**config.mk**
```make
export PLATFORM = sky130hd
export DESIGN_NAME = profile_sampler
export DESIGN_NICKNAME = d
export VERILOG_FILES = /design/src/rtl/profile_sampler.sv
export SDC_FILE = /design/constraint.sdc
export NUM_CORES = 1
export LEC_CHECK = 0
export BUFFER_PORTS_ARGS = -buffer_cell sky130_fd_sc_hd__buf_2
export CAP_MARGIN = 5
export CORE_MARGIN = 2
export CORE_UTILIZATION = 61
export CTS_BUF_LIST = sky130_fd_sc_hd__clkbuf_16
export DETAILED_ROUTE_END_ITERATION = 10
export PLACE_DENSITY = 0.79
export SETUP_SLACK_MARGIN = 0.2
export SLEW_MARGIN = 20
export SYNTH_ARGS = -nofsm -noshare
export SYNTH_HDL_FRONTEND = slang
export SYNTH_SLANG_ARGS = --single-unit
```
**constraint.sdc**
```tcl
create_clock -name clock -period 9 [get_ports clock]
set_input_delay 0.9 -clock clock [delete_from_list [all_inputs] [get_ports clock]]
set_output_delay 0.9 -clock clock [all_outputs]
set_load 0.02 [all_outputs]
```
**src/rtl/profile_sampler.sv**
```systemverilog
// Custom-instruction profiling sampler: periodically snapshots four counters into a FIFO read back by peek/pop.
// Optional per-entry timestamps are enabled with macro PROFILE_SAMPLER_TIMESTAMP_EN.
module profile_sampler #(
    parameter logic [7:0]  customId = 8'h00,
    parameter int unsigned DEPTH    = 8
) (
    input  logic        clock,
    input  logic        reset,
    input  logic        start,
    input  logic [7:0]  ciN,
    input  logic [31:0] valueA,
    input  logic [31:0] valueB,
    input  logic [31:0] counterValue0,
    input  logic [31:0] counterValue1,
    input  logic [31:0] counterValue2,
    input  logic [31:0] counterValue3,
    output logic        done,
    output logic [31:0] result
);

    localparam int unsigned PTR_W   = (DEPTH > 1) ? $clog2(DEPTH) : 1;
    localparam int unsigned FILL_W  = PTR_W + 1;
    localparam int unsigned ENTRY_W = 128;

    typedef enum logic [1:0] {
        OP_PEEK   = 2'b00,
        OP_POP    = 2'b01,
        OP_CONFIG = 2'b10,
        OP_STATUS = 2'b11
    } op_e;

    logic [ENTRY_W-1:0] mem_q [DEPTH];
    logic [PTR_W-1:0]   rd_ptr_q, rd_ptr_d, wr_ptr_q, wr_ptr_d;
    logic [FILL_W-1:0]  fill_q, fill_d;
    logic [31:0]        period_q, period_d, timer_q, timer_d;
    logic               armed_q, armed_d;
    logic [15:0]        ovf_q, ovf_d;
    logic               done_q, done_d;
    logic [31:0]        result_q, result_d;

    logic               accept, empty, full, is_cfg, is_pop, wrap, push_try, do_push;
    op_e                op;
    logic [ENTRY_W-1:0] head;
    logic [31:0]        rd_word;

`ifdef PROFILE_SAMPLER_TIMESTAMP_EN
    logic [31:0] ts_q;
    logic [31:0] ts_mem_q [DEPTH];
`endif

    logic unused_bits;
    assign unused_bits = ^valueA[31:5];

    // Request decode, FIFO bookkeeping and sampling timer
    always_comb begin
        accept   = start && (ciN == customId);
        op       = op_e'(valueA[3:2]);
        empty    = (fill_q == '0);
        full     = (fill_q == FILL_W'(DEPTH));
        is_cfg   = accept && (op == OP_CONFIG);
        is_pop   = accept && (op == OP_POP) && !empty;
        wrap     = armed_q && (timer_q == period_q - 32'd1);
        push_try = wrap && !is_cfg;
        do_push  = push_try && (!full || is_pop);

        head    = mem_q[rd_ptr_q];
        rd_word = head[{valueA[1:0], 5'd0} +: 32];
`ifdef PROFILE_SAMPLER_TIMESTAMP_EN
        if (valueA[4]) rd_word = ts_mem_q[rd_ptr_q];
`else
        if (valueA[4]) rd_word = 32'd0;
`endif
        if (empty) rd_word = 32'd0;

        rd_ptr_d = is_pop  ? rd_ptr_q + PTR_W'(1) : rd_ptr_q;
        wr_ptr_d = do_push ? wr_ptr_q + PTR_W'(1) : wr_ptr_q;
        fill_d   = fill_q + FILL_W'(do_push) - FILL_W'(is_pop);

        period_d = period_q;
        armed_d  = armed_q;
        timer_d  = timer_q;
        ovf_d    = ovf_q;
        if (is_cfg) begin
            period_d = valueB;
            armed_d  = (valueB != 32'd0);
            timer_d  = 32'd0;
            ovf_d    = 16'd0;
        end else if (armed_q) begin
            timer_d = wrap ? 32'd0 : timer_q + 32'd1;
            if (push_try && !do_push && (ovf_q != 16'hFFFF)) ovf_d = ovf_q + 16'd1;
        end

        done_d   = accept;
        result_d = 32'd0;
        if (accept) begin
            case (op)
                OP_PEEK, OP_POP: result_d = rd_word;
                OP_CONFIG:       result_d = 32'd0;
                OP_STATUS:       result_d = {ovf_q, 5'b0, armed_q, full, empty, 8'(fill_q)};
                default:         result_d = 32'd0;
            endcase
        end
    end

    always_ff @(posedge clock) begin
        if (reset) begin
            rd_ptr_q <= '0;
            wr_ptr_q <= '0;
            fill_q   <= '0;
            period_q <= 32'd0;
            armed_q  <= 1'b0;
            timer_q  <= 32'd0;
            ovf_q    <= 16'd0;
            done_q   <= 1'b0;
            result_q <= 32'd0;
        end else begin
            rd_ptr_q <= rd_ptr_d;
            wr_ptr_q <= wr_ptr_d;
            fill_q   <= fill_d;
            period_q <= period_d;
            armed_q  <= armed_d;
            timer_q  <= timer_d;
            ovf_q    <= ovf_d;
            done_q   <= done_d;
            result_q <= result_d;
        end
    end

    // Entry storage needs no reset; validity is tracked by the pointers
    always_ff @(posedge clock) begin
        if (do_push) mem_q[wr_ptr_q] <= {counterValue3, counterValue2, counterValue1, counterValue0};
    end

`ifdef PROFILE_SAMPLER_TIMESTAMP_EN
    always_ff @(posedge clock) begin
        if (reset) ts_q <= 32'd0;
        else       ts_q <= ts_q + 32'd1;
    end

    always_ff @(posedge clock) begin
        if (do_push) ts_mem_q[wr_ptr_q] <= ts_q;
    end
`endif

    assign done   = done_q;
    assign result = result_q;

endmodule

```
==> results of run 1 <==
-- layout make-up --
| type | instances | area (µm²) |
|---|---|---|
| flip-flops and latches | 1151 | 33300 |
| fillers | 4276 | 22200 |
| multi-input cells | 1009 | 11500 |
| clock buffers | 112 | 2800 |
| repair buffers | 235 | 1360 |
| well taps | 959 | 1200 |
| clock inverters | 98 | 795 |
| inverters | 16 | 60.1 |
| diodes | 20 | 50.0 |
-- per-stage QoR --
step | worst slack [ns] | instances | hold slack (ns) | power [W]
after floorplan | 2.48 | 2307 | 0.450 | 0.00597
after global placement | 3.40 | 3369 | 0.465 | 0.00606
after detailed placement | 3.30 | 3369 | 0.485 | 0.00608
after CTS | 3.27 | 3579 | 0.439 | 0.0106
after global routing | 2.87 | 3592 | 0.472 | 0.0108
final | 3.18 | 3600 | 0.475 | 0.0105
-- registers in the layout (all words and copies together) (netlist names), named ones only --
signal,count
period_q,32
ovf_q,16
mem_q,1024
timer_q,32
result,32
wr_ptr_q,3
armed_q,1
rd_ptr_q,3
fill_q,4
done,1
-- per-layer routing --
layer	part of all wire	vias up	routed length, µm	track usage
li1	-	9932	-	-
met1	0.38	12200	39600	0.371
met2	0.51	1223	53600	0.468
met3	0.086	174	9070	0.0575
met4	0.025	16	2580	0.0909
met5	0.00087	-	91	0
-- kinds of logic (layout without fill, tap and decap cells) --
logic type | Yosys count | count (layout) | synth area share
buffers and inverters | 147 | 461 | 0.0126
other | 0 | 20 | 0
AND/OR/NAND/NOR | 450 | 450 | 0.0519
XOR/XNOR | 61 | 61 | 0.0118
flip-flops | 1151 | 1151 | 0.735
AO/OA/AOI/OAI | 120 | 120 | 0.0162
multiplexers | 367 | 367 | 0.169
adder cells (fa/ha/maj) | 11 | 11 | 0.00320
-- placed cells by master (no fill, tap or decap), types with 9 or more instances in the layout --
cell / count
edfxtp_1: 1024
mux4_2: 320
buf_2: 207
dfxtp_1: 124
nor2_1: 123
clkbuf_16: 112
nand2_1: 108
a21oi_1: 63
mux2i_1: 46
inv_1: 43
nor4_1: 36
xor2_1: 33
nand4_1: 32
xnor2_1: 28
clkinv_1: 27
nand3_1: 23
clkinv_2: 21
diode_2: 20
nor3_1: 19
buf_4: 19
or4_1: 17
or3_1: 16
o31ai_1: 10
ha_1: 10
bufinv_16: 9
buf_12: 9
-- power breakdown --
| part | total [W] | internal [W] | switching (W) |
|---|---|---|---|
| clock network | 0.00457 | 0.00254 | 0.00203 |
| logic | 0.000164 | 0.0000532 | 0.000111 |
| registers | 0.00580 | 0.00580 | 0.000000129 |
-- worst min-delay path by stage --
stage / to / slack [ns] / cells after the start
floorplan: period_q[31] / 0.45 / 2
global placement: ovf_q[4] / 0.46 / 2
detailed placement: period_q[30] / 0.49 / 2
CTS: mem_q[1][24] / 0.44 / 1
global route: mem_q[5][56] / 0.47 / 1
finish: mem_q[1][117] / 0.47 / 1
==> metrics.md, run 1 <==
| Metric | Value |
|---|---|
| H-tree level count | `3` |
| CP Capture Point | `mem_q[7][98]` |
| Status | `completed` |
| Post-cts repair resize count | `0` |
| Top-area cell type share of the netlist area | `0.679` |
| Final hold viol count | `0` |
| Initial antenna violation count | `29` |
| Routed WL | `between 100 and 150 mm` |
| Via density | `between 6 and 7` |
| DR WL/cell | `about 29 µm` |
| Register area share after synthesis | `0.735` |
| Worst vdd ir | `about 0.00018 V` |
| Final worst-path cycle share | `0.647` |
| Worst Tran Pin Value | `between 1 and 1.5 ns` |
| P per Cell Area | `206 nW/µm²` |
| CTS Hold Buffers Added | `0` |
| Async S/R FF share, synth | `0` |
| Syn_nets | `between 2000 and 3000` |
| Clock Root Buffer | `clkbuf_16` |
| Reg2reg end | `mem_q[7][98]` |
| Vias in the first global route | `around 25000` |
| Initial core utilization | `0.619` |
| IO Pins | `approximately 240` |
| CTS Sinks | `1151` |
| Worst setup startpoint | `period_q[0]` |
| GRT Util Overall | `0.279` |
| Post-CTS Setup Bufs | `0` |
| Critical-path maximum fanout | `48` |
| Worst R2R Start | `period_q[0]` |
| Inserted Clock Buffers | `between 100 and 150` |
| Reg2Reg Depth | `11` |
| Worst Skew | `between 0.03 and 0.04 ns` |
| Die Y | `~280 µm` |
| Final core occ | `0.697` |
| Worst Path Arrival | `between 6 and 7 ns` |
| Fmax | `between 150 and 200 MHz` |
| CP required | `between 9 and 10 ns` |
| Worst reg-to-reg setup slack | `between 3 and 4 ns` |
| Placer Congestion | `slightly below 0.9` |
| Max-slew violation count | `0` |
| Synthesized area per cell | `19.6 µm²` |
| Buf/Inv on CP | `2` |
| Layout area overhead | `12.7%` |
| CORE AREA | `73200 µm²` |
| CTS tree | `done` |
| Most common cell in the synthesized netlist | `edfxtp_1` |
| Port bufs | `between 200 and 250` |
| #FFs+latches synth | `between 1000 and 1500` |
| Die footprint | `around 76000 µm²` |
| Crit-path leading delay family | `simple AND/OR/NAND/NOR gates` |
| Clock Latency Late Sink | `about 0.70 ns` |
| Cell Area, Placed | `~47000 µm²` |
| Deepest clock path buffer count | `3` |
| Setup_tns | `0 ns` |
| Post-synth EDFFs | `just over 1000` |
| Min-Delay Path Class | `in -> reg` |
| Most instantiated cells after synthesis | `edfxtp_1, mux4_2, dfxtp_1, nor2_1, nand2_1` |
| Drt pass-1 iters | `7` |
| CP cell instances | `inv_1 -> ha_1 -> or4b_2 -> nor4_1 -> nand2_1 -> o31a_1 -> nor2_1 -> nand4b_1 -> nor3_2 -> and4_4 -> buf_4` |
| RSZ-0062 raised after global routing | `no` |
| Top_reg_cell synth | `edfxtp_1` |
| Leak | `16.2 nW` |
| Max stage delay on crit path | `about 0.82 ns` |
| Setup Crit Path Kind | `reg -> reg` |
| MaxCap Viol Count | `0` |
| Share of cells above drive strength 1 | `0.282` |
| Setup crit start kind | `flip-flop` |
| Cell area after layout | `roughly 51000 µm²` |
| DRT iter0 DRCs | `~2600` |
| NumNets Final | `about 2700` |
| Num rows | `slightly below 100` |
| WP depth | `11` |
| Fin crit period | `about 5.8 ns` |
| Clock slew at reported path FFs | `around 0.06 ns` |
| Die width | `277 µm` |
| Crit. End Element | `flip-flop` |
| Area leader, netlist | `edfxtp_1` |
| Vias | `roughly 24000` |
| Antenna viol nets, final | `0` |
| Detail Placement HPWL | `about 55 mm` |
| # DRC | `0` |
| Top cells by area, synth | `edfxtp_1, mux4_2, dfxtp_1` |
| First-pass GRT wire length | `158 mm` |
| Slowest cell on crit path | `and4_4` |
| Endpoints failing setup | `0` |
| Synthesized cell area | `45300 µm²` |
| Syn. warnings | `0` |
| Synth Instances | `approximately 2300` |
| Relative slew slack | `0.197` |
| Post-synth cell types | `65` |
| HP Start | `counterValue3[21]` |
| Grt ovf | `0` |
| Largest net degree at the start of global routing | `~160` |
(Power assumes the default switching activity.)
==> run 2: changes to the inputs <==
Settings changed: CORE_UTILIZATION 61 to 55, PLACE_DENSITY 0.79 to 0.76.
Clock period 9 ns to 5 ns, I/O delays scaled along.
==> run 2 against run 1 <==
- total power increased by 87%
- global-route usage decreased by 3.1 points
- first-iteration DRC count down 20%
- register-to-register slack lost 2.7 ns
- final area increased by 1.9%
- via count down 0.14%
- utilization is 6.2 points lower
- routed wire length decreased by 0.85%
- non-clock buffer count increased by 33
- combinational power grew 82%
- highest routed layer unchanged
==> metrics.md, run 2 (synthesized netlist as in run 1, its figures left out) <==
| Metric | Value |
|---|---|
| Final worst-path cycle share | `0.905 (+0.258)` |
| Worst Path Arrival | `4.91 ns (-1.21 ns)` |
| Post-Place Cells | `3514 (+4.3%)` |
| RSZ-0062 raised after global routing | `no` |
| Initial antenna violation count | `31 (+6.9%)` |
| MaxCap Viol Count | `0 (unchanged)` |
| Placer Congestion | `0.865 (about the same)` |
| Setup crit start kind | `flip-flop` |
| Commonest non-fill, non-tap cells in the layout | `edfxtp_1, mux4_2, buf_2, dfxtp_1, nor2_1` |
| Max FFs per register | `1024 (unchanged)` |
| Reg2reg end | `mem_q[1][66]` |
| GRT Util Overall | `0.248 (-0.0307)` |
| Grt ovf | `0 (unchanged)` |
| Num rows | `105 (+6.1%)` |
| First-pass GRT wire length | `156 mm (-1.2%)` |
| Setup_tns | `0 ns (unchanged)` |
| Initial core utilization | `0.553 (-0.0653)` |
| Total power | `0.0197 W (+87%)` |
| NumNets Final | `2771 (+1.2%)` |
| # fillers | `5364 (+25%)` |
| Die footprint | `84700 µm² (+11%)` |
| CTS tree | `done` |
| Largest net degree at the start of global routing | `67 (-57%)` |
| Fin crit period | `4.52 ns (-1.30 ns)` |
| Via density | `6.30 (-3.9%)` |
| Detail Placement HPWL | `59.9 mm (+9.4%)` |
| Leak | `16.5 nW (+2.2%)` |
| Antenna viol nets, final | `0 (unchanged)` |
| Status | `completed` |
| Clock slew at reported path FFs | `0.06 ns (about the same)` |
| Port bufs | `208 (unchanged)` |
| Multi-input logic area | `11500 µm² (+0.11%)` |
| Vias in the first global route | `24400 (-1.7%)` |
| Hold WS | `0.0524 ns (-0.422 ns)` |
| Die width | `291 µm (+5.2%)` |
| CP Capture Point | `mem_q[1][66]` |
| Share of cells above drive strength 1 | `0.298 (+0.0166)` |
| Worst setup startpoint | `period_q[2]` |
| Slowest cell on crit path | `or3b_1` |
| Final hold viol count | `0 (unchanged)` |
| DRT iter0 DRCs | `2103 (-20%)` |
| Reg2Reg Depth | `10 (-1)` |
| Layout area overhead | `14.8%` |
| CORE AREA | `81800 µm² (+12%)` |
| Fmax | `221 MHz (+29%)` |
| Max stage delay on crit path | `0.57 ns (-0.25 ns)` |
| P per Cell Area | `378 nW/µm² (+83%)` |
| Non-Filler Instances | `3740 (+3.9%)` |
| IO Pins | `236 (unchanged)` |
| Critical-path maximum fanout | `26 (-46%)` |
| Commonest non-fill, non-tap cell in the layout | `edfxtp_1` |
| Top reg by flops | `mem_q` |
| Most used cell, CP | `buf_12` |
| DR WL/cell | `27.8 µm (-4.6%)` |
| Crit. End Element | `flip-flop` |
| Worst reg-to-reg setup slack | `0.48 ns (-2.70 ns)` |
| Setup Crit Path Kind | `reg -> reg` |
| Min-Delay Path Class | `in -> reg` |
| Sequential cell area | `33300 µm² (unchanged)` |
| Vias | `23500 (-0.14%)` |
| Routed WL | `104 mm (-0.85%)` |
| # DRC | `0 (unchanged)` |
| Clock Latency Late Sink | `0.72 ns (+0.02 ns)` |
| Die Y | `291 µm (+5.2%)` |
| Cell Area, Placed | `48000 µm² (+1.3%)` |
| CTS Sinks | `1151 (unchanged)` |
| CTS Hold Buffers Added | `0 (unchanged)` |
| CP required | `5.39 ns (-3.91 ns)` |
| Worst R2R Start | `period_q[2]` |
| Worst Skew | `0.0829 ns (+0.0467 ns)` |
| CP cell instances | `nor4_4 -> nand4_1 -> or2_2 -> o22ai_1 -> nor4b_2 -> or3b_1 -> nor3_4 -> and4bb_4 -> buf_12 -> buf_12` |
| Relative slew slack | `0.312 (+0.116)` |
| Worst vdd ir | `0.000394 V (+120%)` |
| Deepest clock path buffer count | `3 (unchanged)` |
| Inserted Clock Buffers | `111 (-0.89%)` |
| H-tree level count | `3 (unchanged)` |
| Endpoints failing setup | `0 (unchanged)` |
| Drt pass-1 iters | `5 (-2)` |
| Clock Root Buffer | `clkbuf_16` |
| Worst Tran Pin Value | `1.03 ns (-0.178 ns)` |
| Max-slew violation count | `0 (unchanged)` |
| Cell area after layout | `52000 µm² (+1.9%)` |
==> run 2: cell count changes in the layout (fill, tap and decap cells not counted), sizes merged <==
cell	before	now
bufinv	9	21
clkbuf	112	114
inv	49	35
clkinv	55	54
buf	235	268
clkinvlp	1	4
diode	20	14
==> run 2: layer usage <==
metal	part of all wire	wire, µm	vias up	track usage
li1	-	-	10000	-
met1	0.37	38800	12300	0.324
met2	0.53	54900	1066	0.427
met3	0.071	7410	206	0.0444
met4	0.028	2890	20	0.0818
met5	0.0012	126	-	0
==> run 2: report_power, final <==
part           switching [W]  internal [W]
Sequential       0.000000228        0.0104
Combinational       0.000201     0.0000970
Clock                0.00365       0.00527
Total                0.00385        0.0158
==> run 2: repair_timing <==
item                       in CTS  in global routing
setup buffers                   0                  0
hold endpoints to repair        0                  0
resized for setup               0                  2
setup endpoints to repair       0                833
==> run 2: worst min path at each step <==
| stage | depth (start not counted) | to | start | slack [ns] |
|---|---|---|---|---|
| CTS | 1 | mem_q[7][78] | counterValue2[14] | 0.005 |
| global placement | 2 | period_q[31] | period_q[31] | 0.46 |
| global route | 1 | mem_q[7][36] | counterValue1[4] | 0.03 |
| detailed placement | 2 | ovf_q[5] | ovf_q[5] | 0.48 |
| finish | 1 | mem_q[7][78] | counterValue2[14] | 0.05 |
| floorplan | 2 | period_q[31] | period_q[31] | 0.45 |
==> run 2: stage by stage <==
step / util / worst slack, ns
after floorplan: - / -0.243
after global placement: 0.586 / 0.509
after detailed placement: 0.586 / 0.425
after CTS: 0.635 / 0.392
after global routing: 0.635 / 0.244
final: 0.636 / 0.475
==> run 2: layout make-up <==
| type | count | share of cell area |
|---|---|---|
| Sequential cell | 1151 | 0.640 |
| Multi-Input combinational cell | 1009 | 0.221 |
| Clock buffer | 114 | 0.0548 |
| Tap cell | 1070 | 0.0257 |
| Antenna cell | 14 | 0.000673 |
| Timing Repair Buffer | 268 | 0.0348 |
| Inverter | 16 | 0.00115 |
| Clock inverter | 98 | 0.0218 |
==> run 2: critical path, delay by kind of cell, from the launching register on <==
family / cells / cell delay [ns]
and+or+nand+nor: 7 / 3.05
buffers and inverters: 2 / 0.48
DFF: 1 / 0.42
AOI/OAI and AO/OA: 1 / 0.25
==> run 3: changes to the inputs <==
Clock period 5 ns to 3.7 ns, I/O delays scaled along.
==> run 3 against run 2 <==
- the run now ends with setup timing left
- sequential power grew 36%
- hold slack lost 0.047 ns
- utilization grew 6.6 points
- sequential share of layout area shrank 6.0 points
- via count grew 15%
- cell count grew 10%
- clock skew shrank 0.044 ns
- setup slack lost 0.77 ns
- critical path depth grew 2
- first-iteration DRC count grew 76%
- largest power group unchanged
- highest routed layer unchanged
==> metrics.md, run 3 (synthesized netlist as in run 1, its figures left out) <==
| Metric | Value |
|---|---|
| Deepest clock path buffer count | `3 (unchanged)` |
| Cell Area, Placed | `49600 µm² (+3.3%)` |
| Setup Crit Path Kind | `reg -> reg` |
| NumNets Final | `3180 (+15%)` |
| Status | `finished, violations left` |
| P per Cell Area | `454 nW/µm² (+20%)` |
| Port bufs | `208 (unchanged)` |
| Fin crit period | `3.99 ns (-0.533 ns)` |
| Setup crit start kind | `flip-flop` |
| Reg2Reg Depth | `12 (+2)` |
| Clock Latency Late Sink | `0.69 ns (-0.03 ns)` |
| Via density | `6.56 (+4.2%)` |
| Worst Path Arrival | `4.38 ns (-0.53 ns)` |
| GRT Util Overall | `0.271 (+0.0225)` |
| Final worst slack | `-0.292 ns (-0.767 ns)` |
| Worst Tran Pin Value | `0.835 ns (-0.191 ns)` |
| Clock Root Buffer | `clkbuf_16` |
| IO Pins | `236 (unchanged)` |
| Worst reg-to-reg setup slack | `-0.29 ns (-0.77 ns)` |
| Violated checks | `setup timing` |
| CTS Sinks | `1151 (unchanged)` |
| Share of cells above drive strength 1 | `0.351 (+0.0530)` |
| DR WL/cell | `32.9 µm (+18%)` |
| Commonest non-fill, non-tap cells in the layout | `edfxtp_1, mux4_2, buf_2, clkbuf_16, dlygate4sd3_1` |
| Hold WS | `0.00561 ns (-0.0468 ns)` |
| Commonest non-fill, non-tap cell in the layout | `edfxtp_1` |
| Worst R2R Start | `period_q[10]` |
| Post-Place Cells | `3658 (+4.1%)` |
| Cell area after layout | `57400 µm² (+10%)` |
| Num rows | `105 (unchanged)` |
| Final hold viol count | `0 (unchanged)` |
| Max FFs per register | `1024 (unchanged)` |
| Detail Placement HPWL | `68.7 mm (+15%)` |
| Routed WL | `136 mm (+30%)` |
| Max-slew violation count | `0 (unchanged)` |
| DRT iter0 DRCs | `3700 (+76%)` |
| Vias | `27100 (+15%)` |
| Worst vdd ir | `0.000600 V (+52%)` |
| Layout area overhead | `26.7%` |
| Die Y | `291 µm (unchanged)` |
| Critical-path maximum fanout | `8 (-69%)` |
| Min-Delay Path Class | `in -> reg` |
| Initial core utilization | `0.553 (unchanged)` |
| First-pass GRT wire length | `170 mm (+9.1%)` |
| Vias in the first global route | `26100 (+7.3%)` |
| Fmax | `251 MHz (+13%)` |
| Non-Filler Instances | `4127 (+10%)` |
| Antenna viol nets, final | `0 (unchanged)` |
| Die footprint | `84700 µm² (unchanged)` |
| CTS tree | `done` |
| Die width | `291 µm (unchanged)` |
| Initial antenna violation count | `11 (-65%)` |
| H-tree level count | `3 (unchanged)` |
| Clock slew at reported path FFs | `0.06 ns (about the same)` |
| CP Capture Point | `mem_q[3][110]` |
| # DRC | `0 (unchanged)` |
| Worst Skew | `0.0394 ns (-0.0435 ns)` |
| Leak | `19.0 nW (+15%)` |
| Total power | `0.0261 W (+33%)` |
| CORE AREA | `81800 µm² (unchanged)` |
| # fillers | `4659 (-13%)` |
| MaxCap Viol Count | `0 (unchanged)` |
| CP required | `4.09 ns (-1.30 ns)` |
| Final worst-path cycle share | `1.08 (+0.174)` |
| Worst setup startpoint | `period_q[10]` |
| Crit. End Element | `flip-flop` |
| Drt pass-1 iters | `5 (unchanged)` |
| Placer Congestion | `0.907 (+4.8%)` |
| Inserted Clock Buffers | `108 (-2.7%)` |
| Grt ovf | `0 (unchanged)` |
| Endpoints failing setup | `1028 (+1028)` |
| Reg2reg end | `mem_q[3][110]` |
| Relative slew slack | `0.438 (+0.126)` |
| Top reg by flops | `mem_q` |
| Largest net degree at the start of global routing | `63 (-6.0%)` |
| RSZ-0062 raised after global routing | `yes` |
[run 3: changes by cell type in the layout (fill, tap and decap cells not counted), moves of 3 or more]
| cell | delta |
|---|---|
| bufinv_16 | -9 |
| clkinv_1 | -9 |
| clkinv_16 | -3 |
| buf_8 | +28 |
| buf_4 | +87 |
| clkinvlp_4 | +3 |
| inv_6 | +3 |
| nor4_1 | -4 |
| buf_16 | +23 |
| buf_6 | +30 |
| clkbuf_16 | +44 |
| diode_2 | -7 |
| dlygate4sd3_1 | +138 |
| buf_12 | +57 |
[run 3: power by group]
| group | internal [W] | switching (W) |
|---|---|---|
| Sequential | 0.0141 | 0.000000148 |
| Combinational | 0.000234 | 0.000359 |
| Clock | 0.00626 | 0.00509 |
| Total | 0.0206 | 0.00545 |
[run 3: stage by stage]
stage          TNS (ns)  worst slack (ns)  utilization
3_5_place_dp    -272.55            -0.331        0.606
2_1_floorplan   -670.63            -0.698            -
5_1_grt         -269.73            -0.332        0.701
4_1_cts         -215.33            -0.285        0.674
6_report        -217.02            -0.292        0.701
3_3_place_gp    -251.25            -0.307        0.606
[run 3: area by class of cell]
cell class,count,area (µm²),area share
flip-flops and latches,1151,33300,0.580
multi-input cells,1009,11600,0.202
repair buffers,680,7580,0.132
clock buffers,110,2750,0.0479
well taps,1070,1340,0.0233
clock inverters,84,772,0.0134
inverters,16,60.1,0.00105
diodes,7,17.5,0.000305
[run 3: worst min path at each step]
stage,depth (start not counted),startpoint,end,slack [ns]
after floorplan,2,period_q[31],period_q[31],0.45
after global placement,2,ovf_q[5],ovf_q[5],0.46
after detailed placement,2,ovf_q[5],ovf_q[5],0.48
after CTS,1,counterValue3[30],mem_q[0][126],0.002
after global routing,1,counterValue3[25],mem_q[4][121],0.01
final,1,counterValue2[1],mem_q[4][65],0.006
[run 3: per-layer routing]
layer	track usage	share of wire	wire (µm)
met1	0.360	0.35	47600
met2	0.466	0.51	69000
met3	0.0393	0.097	13200
met4	0.0875	0.044	6010
met5	0	0.00046	63
[run 3: critical path: stages (launching register included)]
cell	delay (ns)
dfxtp_4	0.35
or4_4	0.52
or3_4	0.38
or4_1	0.41
and3_4	0.17
nor4b_2	0.20
or3b_4	0.43
buf_6	0.14
nor3_4	0.14
buf_12	0.16
and4b_4	0.37
buf_12	0.22
clkbuf_16	0.18
[run 3: timing repair]
item	CTS	global route
setup endpoints to repair	1036	1078
gates cloned	11	66
gates resized for setup	39	110
endpoints found under the hold margin	819	0
pin swaps	1	8
hold buffers	138	0
buffers inserted	19	34
